<file path="config.mk">
export PLATFORM = sky130hd
export DESIGN_NAME = alu_seq_driver_flat
export DESIGN_NICKNAME = d
export VERILOG_FILES = /design/src/rtl/alu_seq_driver_if.sv /design/src/rtl/alu_seq_driver.sv /design/src/flat_wrapper.sv
export SDC_FILE = /design/constraint.sdc
export NUM_CORES = 1
export LEC_CHECK = 0
export CAP_MARGIN = 20
export CORE_ASPECT_RATIO = 2
export CORE_UTILIZATION = 48
export DETAILED_ROUTE_END_ITERATION = 16
export HOLD_SLACK_MARGIN = 0.12
export PLACE_DENSITY = 0.84
export SLEW_MARGIN = 40
export SYNTH_ARGS = -nofsm -noshare
export SYNTH_HDL_FRONTEND = slang
export SYNTH_SLANG_ARGS = --single-unit
export TNS_END_PERCENT = 1
</file>
<file path="constraint.sdc">
create_clock -name clk -period 3.43 [get_ports clk]
set_input_delay 0.343 -clock clk [delete_from_list [all_inputs] [get_ports clk]]
set_output_delay 0.343 -clock clk [all_outputs]
set_load 0.005 [all_outputs]
</file>
<file path="src/rtl/alu_seq_driver_if.sv">
// Bundle between a command source / response sink (master) and alu_seq_driver (slave).
// Handshakes: a beat transfers on a rising edge where valid and ready are both 1;
// valid and its payload stay stable until that edge, and ready may depend on state only.
interface alu_seq_driver_if;
  logic       cmd_valid;
  logic       cmd_ready;
  logic [7:0] cmd_a;
  logic [7:0] cmd_b;
  logic [3:0] cmd_sel;
  logic       cmd_sweep;
  logic [3:0] cmd_sel_last;

  logic [7:0] alu_a;
  logic [7:0] alu_b;
  logic [3:0] alu_sel;
  logic [7:0] alu_out;
  logic       carry_out;

  logic       rsp_valid;
  logic       rsp_ready;
  logic [7:0] rsp_data;
  logic       rsp_carry;
  logic [3:0] rsp_sel;
  logic       rsp_last;
  logic [15:0] op_count;

  modport master (
    output cmd_valid, cmd_a, cmd_b, cmd_sel, cmd_sweep, cmd_sel_last,
    output alu_out, carry_out, rsp_ready,
    input  cmd_ready, alu_a, alu_b, alu_sel,
    input  rsp_valid, rsp_data, rsp_carry, rsp_sel, rsp_last, op_count
  );

  modport slave (
    input  cmd_valid, cmd_a, cmd_b, cmd_sel, cmd_sweep, cmd_sel_last,
    input  alu_out, carry_out, rsp_ready,
    output cmd_ready, alu_a, alu_b, alu_sel,
    output rsp_valid, rsp_data, rsp_carry, rsp_sel, rsp_last, op_count
  );
endinterface

</file>
<file path="src/rtl/alu_seq_driver.sv">
// Drives an external combinational ALU with one operand pair across one select or a
// select sweep, waiting SETTLE_CYCLES (1..15) before capturing each result.
module alu_seq_driver #(
  parameter int unsigned SETTLE_CYCLES = 1
) (
  input  logic             clk,
  input  logic             rst_n,
  alu_seq_driver_if.slave  bus,
  output logic [1:0]       state_o
);

  typedef enum logic [1:0] {
    IDLE  = 2'd0,
    DRIVE = 2'd1,
    RESP  = 2'd2
  } state_e;

  // Counter counts down to zero; the capture edge is the one that sees zero.
  localparam logic [3:0] SETTLE_LOAD = 4'(SETTLE_CYCLES - 1);

  state_e      state_q;
  logic [3:0]  settle_q;
  logic        sweep_q;
  logic [3:0]  last_sel_q;
  logic [7:0]  alu_a_q;
  logic [7:0]  alu_b_q;
  logic [3:0]  alu_sel_q;
  logic [7:0]  rsp_data_q;
  logic        rsp_carry_q;
  logic [3:0]  rsp_sel_q;
  logic        rsp_valid_q;
  logic        rsp_last_q;
  logic [15:0] op_count_q;
  logic [15:0] op_count_d;

  always_comb begin
    op_count_d = op_count_q;
    if (op_count_q != 16'hFFFF) op_count_d = op_count_q + 16'h0001;
  end

  always_ff @(posedge clk) begin
    if (!rst_n) begin
      state_q     <= IDLE;
      settle_q    <= 4'h0;
      sweep_q     <= 1'b0;
      last_sel_q  <= 4'h0;
      alu_a_q     <= 8'h00;
      alu_b_q     <= 8'h00;
      alu_sel_q   <= 4'h0;
      rsp_data_q  <= 8'h00;
      rsp_carry_q <= 1'b0;
      rsp_sel_q   <= 4'h0;
      rsp_valid_q <= 1'b0;
      rsp_last_q  <= 1'b0;
      op_count_q  <= 16'h0000;
    end else begin
      case (state_q)
        IDLE: begin
          if (bus.cmd_valid) begin
            alu_a_q    <= bus.cmd_a;
            alu_b_q    <= bus.cmd_b;
            alu_sel_q  <= bus.cmd_sel;
            sweep_q    <= bus.cmd_sweep;
            last_sel_q <= bus.cmd_sel_last;
            settle_q   <= SETTLE_LOAD;
            state_q    <= DRIVE;
          end
        end
        DRIVE: begin
          if (settle_q == 4'h0) begin
            rsp_data_q  <= bus.alu_out;
            rsp_carry_q <= bus.carry_out;
            rsp_sel_q   <= alu_sel_q;
            rsp_last_q  <= !sweep_q || (alu_sel_q == last_sel_q);
            rsp_valid_q <= 1'b1;
            state_q     <= RESP;
          end else begin
            settle_q <= settle_q - 4'h1;
          end
        end
        RESP: begin
          if (bus.rsp_ready) begin
            rsp_valid_q <= 1'b0;
            rsp_last_q  <= 1'b0;
            op_count_q  <= op_count_d;
            // Select wraps mod 16, so a sweep always reaches its last select within 16 steps.
            if (!rsp_last_q) begin
              alu_sel_q <= alu_sel_q + 4'h1;
              settle_q  <= SETTLE_LOAD;
              state_q   <= DRIVE;
            end else begin
              state_q <= IDLE;
            end
          end
        end
        default: state_q <= IDLE;
      endcase
    end
  end

  assign bus.cmd_ready = (state_q == IDLE) && rst_n;
  assign bus.alu_a     = alu_a_q;
  assign bus.alu_b     = alu_b_q;
  assign bus.alu_sel   = alu_sel_q;
  assign bus.rsp_valid = rsp_valid_q;
  assign bus.rsp_data  = rsp_data_q;
  assign bus.rsp_carry = rsp_carry_q;
  assign bus.rsp_sel   = rsp_sel_q;
  assign bus.rsp_last  = rsp_last_q;
  assign bus.op_count  = op_count_q;
  assign state_o       = state_q;

endmodule
</file>
<file path="src/flat_wrapper.sv">
// flat-port wrapper written by rule: the top's interface ports become plain ports
module alu_seq_driver_flat 
#(
  parameter int unsigned SETTLE_CYCLES = 1
)
  (clk, rst_n, state_o, bus_cmd_valid, bus_cmd_a, bus_cmd_b, bus_cmd_sel, bus_cmd_sweep, bus_cmd_sel_last, bus_alu_out, bus_carry_out, bus_rsp_ready, bus_cmd_ready, bus_alu_a, bus_alu_b, bus_alu_sel, bus_rsp_valid, bus_rsp_data, bus_rsp_carry, bus_rsp_sel, bus_rsp_last, bus_op_count);
  alu_seq_driver_if bus_i ();
  input  logic clk;
  input  logic rst_n;
  output logic [1:0] state_o;
  input wire logic [$bits(bus_i.cmd_valid)-1:0] bus_cmd_valid;
  input wire logic [$bits(bus_i.cmd_a)-1:0] bus_cmd_a;
  input wire logic [$bits(bus_i.cmd_b)-1:0] bus_cmd_b;
  input wire logic [$bits(bus_i.cmd_sel)-1:0] bus_cmd_sel;
  input wire logic [$bits(bus_i.cmd_sweep)-1:0] bus_cmd_sweep;
  input wire logic [$bits(bus_i.cmd_sel_last)-1:0] bus_cmd_sel_last;
  input wire logic [$bits(bus_i.alu_out)-1:0] bus_alu_out;
  input wire logic [$bits(bus_i.carry_out)-1:0] bus_carry_out;
  input wire logic [$bits(bus_i.rsp_ready)-1:0] bus_rsp_ready;
  output wire logic [$bits(bus_i.cmd_ready)-1:0] bus_cmd_ready;
  output wire logic [$bits(bus_i.alu_a)-1:0] bus_alu_a;
  output wire logic [$bits(bus_i.alu_b)-1:0] bus_alu_b;
  output wire logic [$bits(bus_i.alu_sel)-1:0] bus_alu_sel;
  output wire logic [$bits(bus_i.rsp_valid)-1:0] bus_rsp_valid;
  output wire logic [$bits(bus_i.rsp_data)-1:0] bus_rsp_data;
  output wire logic [$bits(bus_i.rsp_carry)-1:0] bus_rsp_carry;
  output wire logic [$bits(bus_i.rsp_sel)-1:0] bus_rsp_sel;
  output wire logic [$bits(bus_i.rsp_last)-1:0] bus_rsp_last;
  output wire logic [$bits(bus_i.op_count)-1:0] bus_op_count;
  assign bus_i.cmd_valid = bus_cmd_valid;
  assign bus_i.cmd_a = bus_cmd_a;
  assign bus_i.cmd_b = bus_cmd_b;
  assign bus_i.cmd_sel = bus_cmd_sel;
  assign bus_i.cmd_sweep = bus_cmd_sweep;
  assign bus_i.cmd_sel_last = bus_cmd_sel_last;
  assign bus_i.alu_out = bus_alu_out;
  assign bus_i.carry_out = bus_carry_out;
  assign bus_i.rsp_ready = bus_rsp_ready;
  assign bus_cmd_ready = bus_i.cmd_ready;
  assign bus_alu_a = bus_i.alu_a;
  assign bus_alu_b = bus_i.alu_b;
  assign bus_alu_sel = bus_i.alu_sel;
  assign bus_rsp_valid = bus_i.rsp_valid;
  assign bus_rsp_data = bus_i.rsp_data;
  assign bus_rsp_carry = bus_i.rsp_carry;
  assign bus_rsp_sel = bus_i.rsp_sel;
  assign bus_rsp_last = bus_i.rsp_last;
  assign bus_op_count = bus_i.op_count;
  alu_seq_driver #(.SETTLE_CYCLES(SETTLE_CYCLES)) u_core (.clk(clk), .rst_n(rst_n), .bus(bus_i), .state_o(state_o));
endmodule
</file>
---- Yosys cells after proc, flatten, opt, wreduce, memory -nomap -nowiden ----
Cells that the tools add are included.
word-level totals
  flip-flop bits (word level) ............. 62
  bits of input ports ..................... 38
  output and inout port bits .............. 54
  word-level logic and storage cells ...... 59
operators by class
  $add $sub $neg .......................... 3
  equality and inequality tests ........... 9
  multiplexer cells ....................... 19
  reductions and logical operators ........ 15
operators with widths
  operator               number
  $mux 4                 7
  $add 16x1->16 const B  1
  $ne 16x16->1 const B   1
  $pmux 4 s3             1
  $reduce_and 3->1       3
  $ne 2x2->1 const B     4
  $pmux 4 s2             1
  $mux 2                 3
  $pmux 2 s3             1
  $reduce_and 5->1       1
  $add 4x1->4 const B    1
  $eq 4x4->1             1
  $logic_not 4->1        1
  $mux 1                 4
  $pmux 1 s2             2
  $reduce_and 2->1       2
  $reduce_and 4->1       1
  $reduce_bool 2->1      2
  $sub 4x1->4 const B    1
  $reduce_bool 3->1      1
  $eq 2x1->1 const B     1
  $eq 2x2->1 const B     1
  $logic_not 2->1        1
  $ne 2x1->1 const B     1
  other kinds (3)        3

---- Longest topological paths before layout ----
  word-level depth ........................ 4
  gate-level depth with buffers ........... 8
  gate-level depth less buffers ........... 6

---- Least setup slack after synthesis ----
OpenSTA, ideal clock, no wires.
  path kind ............................... reg2reg
  start point ............................. register u_core.op_count_q[0], in the netlist u_core.bus.op_count[0]
  end point ............................... register u_core.op_count_q[7], in the netlist u_core.bus.op_count[7]
  library setup time ...................... 0.072 ns
  arrival ................................. 1.614 ns
  required time ........................... 3.358 ns
  slack ................................... 1.745 ns
  stages on the path, launching flop included .. 7
  path buffers ............................ 1
  period minus slack after synthesis ...... 1.685 ns
  cells stage by stage .................... dfxtp_1 ha_1 and3_1 nor4b_2 buf_2 nor4b_1 mux2i_1
between the ends
  word-level cells in the longest chain between the ends .. 2
  elaborated cells on any way between the ends .. 3
  those cells by class .................... add/sub: 1; eq/ne: 1; reduce/logical: 1
ends and longest elaborated chain
  what                                                   line                  RTL
  start, declared                                        alu_seq_driver.sv:33  logic [15:0] op_count_q;
  start signal, assigned                                 alu_seq_driver.sv:85  op_count_q <= op_count_d;
  branches (longest 2 deep; another with $add 16x1->16)  --
Parallel ways; which one is timed is not known.
A chain may end at the register's enable or synchronous reset.

---- Worst setup path in the final report ----
  start point ............................. input port rst_n
  end point ............................... output port bus_cmd_ready
between the ends
  word-level cells in the longest chain between the ends .. 1
ends and longest elaborated chain
  what               line                   RTL
  start, declared    flat_wrapper.sv:9      input logic rst_n;
  $logic_and 1x1->1  alu_seq_driver.sv:101  assign bus.cmd_ready = (state_q == IDLE) && rst_n;
  end, declared      flat_wrapper.sv:20     output wire logic [$bits(bus_i.cmd_ready)-1:0] bus_cmd_ready;
Every way passes these cells.

==> summary.md <==
The via count normalized by instance count is 5.508. The fraction of registers with async set/reset is 0%. The run finished with clean final reports.

The number of fillers in the final layout was 418; the power density normalized to cell area was 441.0 mW/mm^2. Largest area contributor in the synthesized netlist: dfxtp_1. The final max-slew violation count was 0. The critical path is of the in2out type.

Buffers placed on the I/O ports in this run total 91. The die covers 0.005781 sq mm. Of all nets on the critical path, the largest fanout is 15. The number of top-level pins came out at 92. The arrival time of data at the critical path endpoint was 1870 ps; the global placement routability congestion was 0.7635. Entering global routing, the biggest net connects 55 pins. Setup violations remaining at the end of the flow were counted as 0.

Global-route usage over all layers: 26.54%. Once detail routing completed, the nets flagged for antenna violations numbered 0. Dividing the synthesized area by the synthesized cell count gives 8.170 sq um. The floorplan step defined a core boundary enclosing 0.005185 sq mm.

Together, buffers and inverters on the worst path number 3. TritonCTS built the clock tree. The hold violation count in the final report was 0; the first-pass GRT wire length was 11180 um. For the final database, setup skew stands at 11.69 ps. The detailed router finished its first iteration with 90 violations. Across all register-to-register paths, the minimum setup slack is 1500 ps. The via count is 2600. Wires add up to 7058 um. When the netlist entered floorplanning its net count stood at 362. The H-tree was split into 3 levels. For this run, the slowest stage of the critical path takes 800 ps. For the worst path required time, the log shows 3090 ps. Walking the worst path, the cells encountered are clkdlybuf4s50_1, inv_2, nor3_1, clkdlybuf4s50_1. Number of cells produced by synthesis: 321.

Ranked by total cell area, the synthesized netlist is headed by dfxtp_1 47%, nand2_1 12%, a21oi_1 9.2%. For the count of cells resized by post-cts repair, the log shows 0. At the end of the flow, the number of nets in the layout was 450. The tools report the count of antenna diodes in the layout as 0.

Row generation in the floorplan step produced 37 rows. The run gives 2398 as the via count of the first global-routing pass. Post-CTS timing repair inserted 0 buffers for setup. For hold timing, the worst endpoint is u_core.bus.rsp_data[1]$_SDFFE_PN0P_.

The tools report the type of origin of the critical path as an input port. Across all hold checks on the routed design, the worst slack comes to 454.9 ps. The post-route DRC violation count came out at 0. The most repeated library cell on the critical path is clkdlybuf4s50_1. Yosys printed 0 warnings.

The worst hold path passes through 2 cells. In this run the critical register-to-register path is captured at u_core.bus.alu_sel[0]$_SDFFE_PN0P_. The overall die width is 54.27 um, and the peak ir drop on the vdd network is 390.3 uV. Dividing the final minimum period by the clock period gives 64.56%. The tool flagged a number of max-cap violations equal to 0. In this run, synthesis produced a sequential element count of 62. The maximum count of clock buffers along a single path is 2, and the fraction of post-synthesis cell area in the top cell type by area is 47.33%. The clock slew at the register clock pins of the worst setup and hold paths was 60 ps.

The worst hold path class is reg2reg. The launch instance of the worst register-to-register path was u_core.state_o[1]$_SDFFE_PN0P_. For the pin with the worst max-slew slack, the measured transition is 708.5 ps. Relative to the synthesized area, the layout overhead comes to 43.94%.

Summed over all failing endpoints, the final setup total negative slack is 0 ps. For this design, the slowest cell found on the critical path is clkdlybuf4s50_1. STA classifies the critical path endpoint as an output pin. The total overflow left after global routing is 0. In this run the static leakage power is 1.376 nW.

The per-cell routed wire length is 14.95 um, and the highest achievable clock rate is 451.6 MHz. Setup repair after global routing left no endpoint under its margin. Excluding fillers, the count of instances in the completed layout stands at 472. Broken down by cell family, the worst path's largest delay share belongs to buffers and inverters. For this configuration, the core starts out at a cell density of 50.58%. Root buffer cell: clkbuf_8. The number of synthesized flops with an enable pin works out to 0. Dominant register cell in the synthesized netlist: dfxtp_1. The height of the chip works out to 106.5 um. The share of the Yosys chip area taken by registers is 47.33%.

The cts-stage hold buffer count was 0. The number of distinct standard cells referenced by the synthesized netlist was 43. Once detailed placement completed, the half-perimeter wirelength came to 5037 um. The number of cells on the worst reg-to-reg path is 4. For this run, the detailed router's first-pass iteration total came to 4. The logs give 9 for the total clock buffers created by CTS and 330 ps for the insertion delay to the later sink of the worst-skew pair.

Share of layout cells above drive strength 1: 5.797%. The startpoint of the lowest-slack hold path was u_core.bus.rsp_data[1]$_SDFFE_PN0P_. The run gives 0 as the number of antenna violations at the first check in global routing. CTS saw 62 sinks.

The clock period minus worst slack is 2214 ps. Counting tap cells, the placed design contains a total of 456 instances. The logs give 52.54% for the headroom to the max-slew limit and 0.002623 sq mm for the cell area after synthesis.
cell usage in the layout (no fill, tap or decap), types with 3 or more instances in the layout:
master	netlist	routed
o31ai_1	3	3
mux2i_1	5	5
a21oi_1	48	48
or4_1	3	3
nand2_1	83	83
nor4b_1	3	3
ha_1	3	3
xor2_1	5	5
o21a_1	3	3
clkdlybuf4s50_1	0	91
nor3_1	7	6
nand3_1	6	6
inv_1	7	7
o21ai_0	6	6
or3_1	5	5
nand2b_1	6	6
dfxtp_1	62	62
nand4_1	6	6
clkbuf_8	0	11
and3_1	4	4
nor2_1	13	13
a31o_2	3	3
sequential cells by signal (all words and copies together) (netlist names):
signal and flops:
u_core.bus.alu_a 8, u_core.bus.rsp_carry 1, u_core.settle_q 4, u_core.bus.rsp_sel 4, u_core.bus.alu_sel 4, u_core.bus.op_count 16, u_core.bus.rsp_last 1, u_core.last_sel_q 4
u_core.sweep_q 1, u_core.bus.rsp_valid 1, u_core.bus.alu_b 8, u_core.bus.rsp_data 8, u_core.state_o 2
worst min-delay path: stages, from the launching register on:
cell	delay [ps]
dfxtp_1	310
nand2_1	50
a21oi_1	50
layout make-up:
cell class,instances,area [sq um],share of cell area (%)
repair buffers,93,925.9,24.53
multi-input cells,235,1304,34.54
clock buffers,13,158.9,4.209
flip-flops and latches,62,1241,32.88
well taps,58,72.57,1.922
clock inverters,3,42.54,1.127
inverters,8,30.03,0.7955
routing by layer:
metal  vias to the layer above  wire [um]  global-route usage [%]
li1                       1290          -                       -
met1                      1216       2601                   27.18
met2                        82       4018                   48.26
met3                        12        287                   6.009
met4                         0        150                   10.26
met5                         -          0                       0
how the worst max path moves through the flow:
stage,from,endpoint,slack [ps],depth (start not counted)
final,rst_n,bus_cmd_ready,1220,4
after global placement,rst_n,bus_cmd_ready,1210,4
after floorplan,u_core.bus.op_count[0]$_SDFFE_PN0P_,u_core.bus.op_count[7]$_SDFFE_PN0P_,1740,6
after global routing,rst_n,bus_cmd_ready,1100,4
after detailed placement,bus_rsp_ready,u_core.bus.op_count[14]$_SDFFE_PN0P_,1170,5
after CTS,rst_n,bus_cmd_ready,1190,4
synthesized netlist by cell type, types with 2 or more instances:
master     n
nand2_1   83
a31o_2     3
buf_2      3
nand2b_1   6
mux2i_1    5
a31oi_1    2
nor4b_1    3
or4_1      3
inv_1      7
nor4_1     2
o21a_1     3
xnor2_1    2
a21oi_1   48
nand4_1    6
clkbuf_1  11
nor3_1     7
ha_1       3
and4_1     2
o31ai_1    3
dfxtp_1   62
xor2_1     5
nand3_1    6
nor2_1    13
or3_1      5
a221oi_1   2
and3_1     4
o21ai_0    6
per-stage QoR:
stage	setup slack [ps]	instance area (sq um)	utilization, %	total power (W)
6_report	1216	3775	72.80	0.001665
5_1_grt	1103	3775	72.80	0.001735
4_1_cts	1188	3775	72.80	0.001679
3_5_place_dp	1167	3573	68.92	0.001038
3_3_place_gp	1212	3558	68.63	0.001032
2_1_floorplan	1745	2623	-	0.0009001
kinds of logic (layout without fill, tap and decap cells):
kind of cell	after synthesis	in the layout	synth area share, %
AND/OR/NAND/NOR	146	146	26.81
flip-flops	62	62	47.33
multiplexers	5	5	1.908
XOR/XNOR	7	7	2.338
adder cells (fa/ha/maj)	3	3	1.431
buffers and inverters	24	117	3.721
AO/OA/AOI/OAI	74	74	16.46
report_power, final:
| part | leakage, nW | switching (W) | internal [W] | total [W] |
|---|---|---|---|---|
| clock network | 0.0996 | 0.000267 | 0.000375 | 0.000642 |
| logic | 0.771 | 0.000104 | 0.000131 | 0.000235 |
| registers | 0.505 | 0.0000312 | 0.000757 | 0.000788 |
No activity file was read; power rests on OpenSTA's default activity.
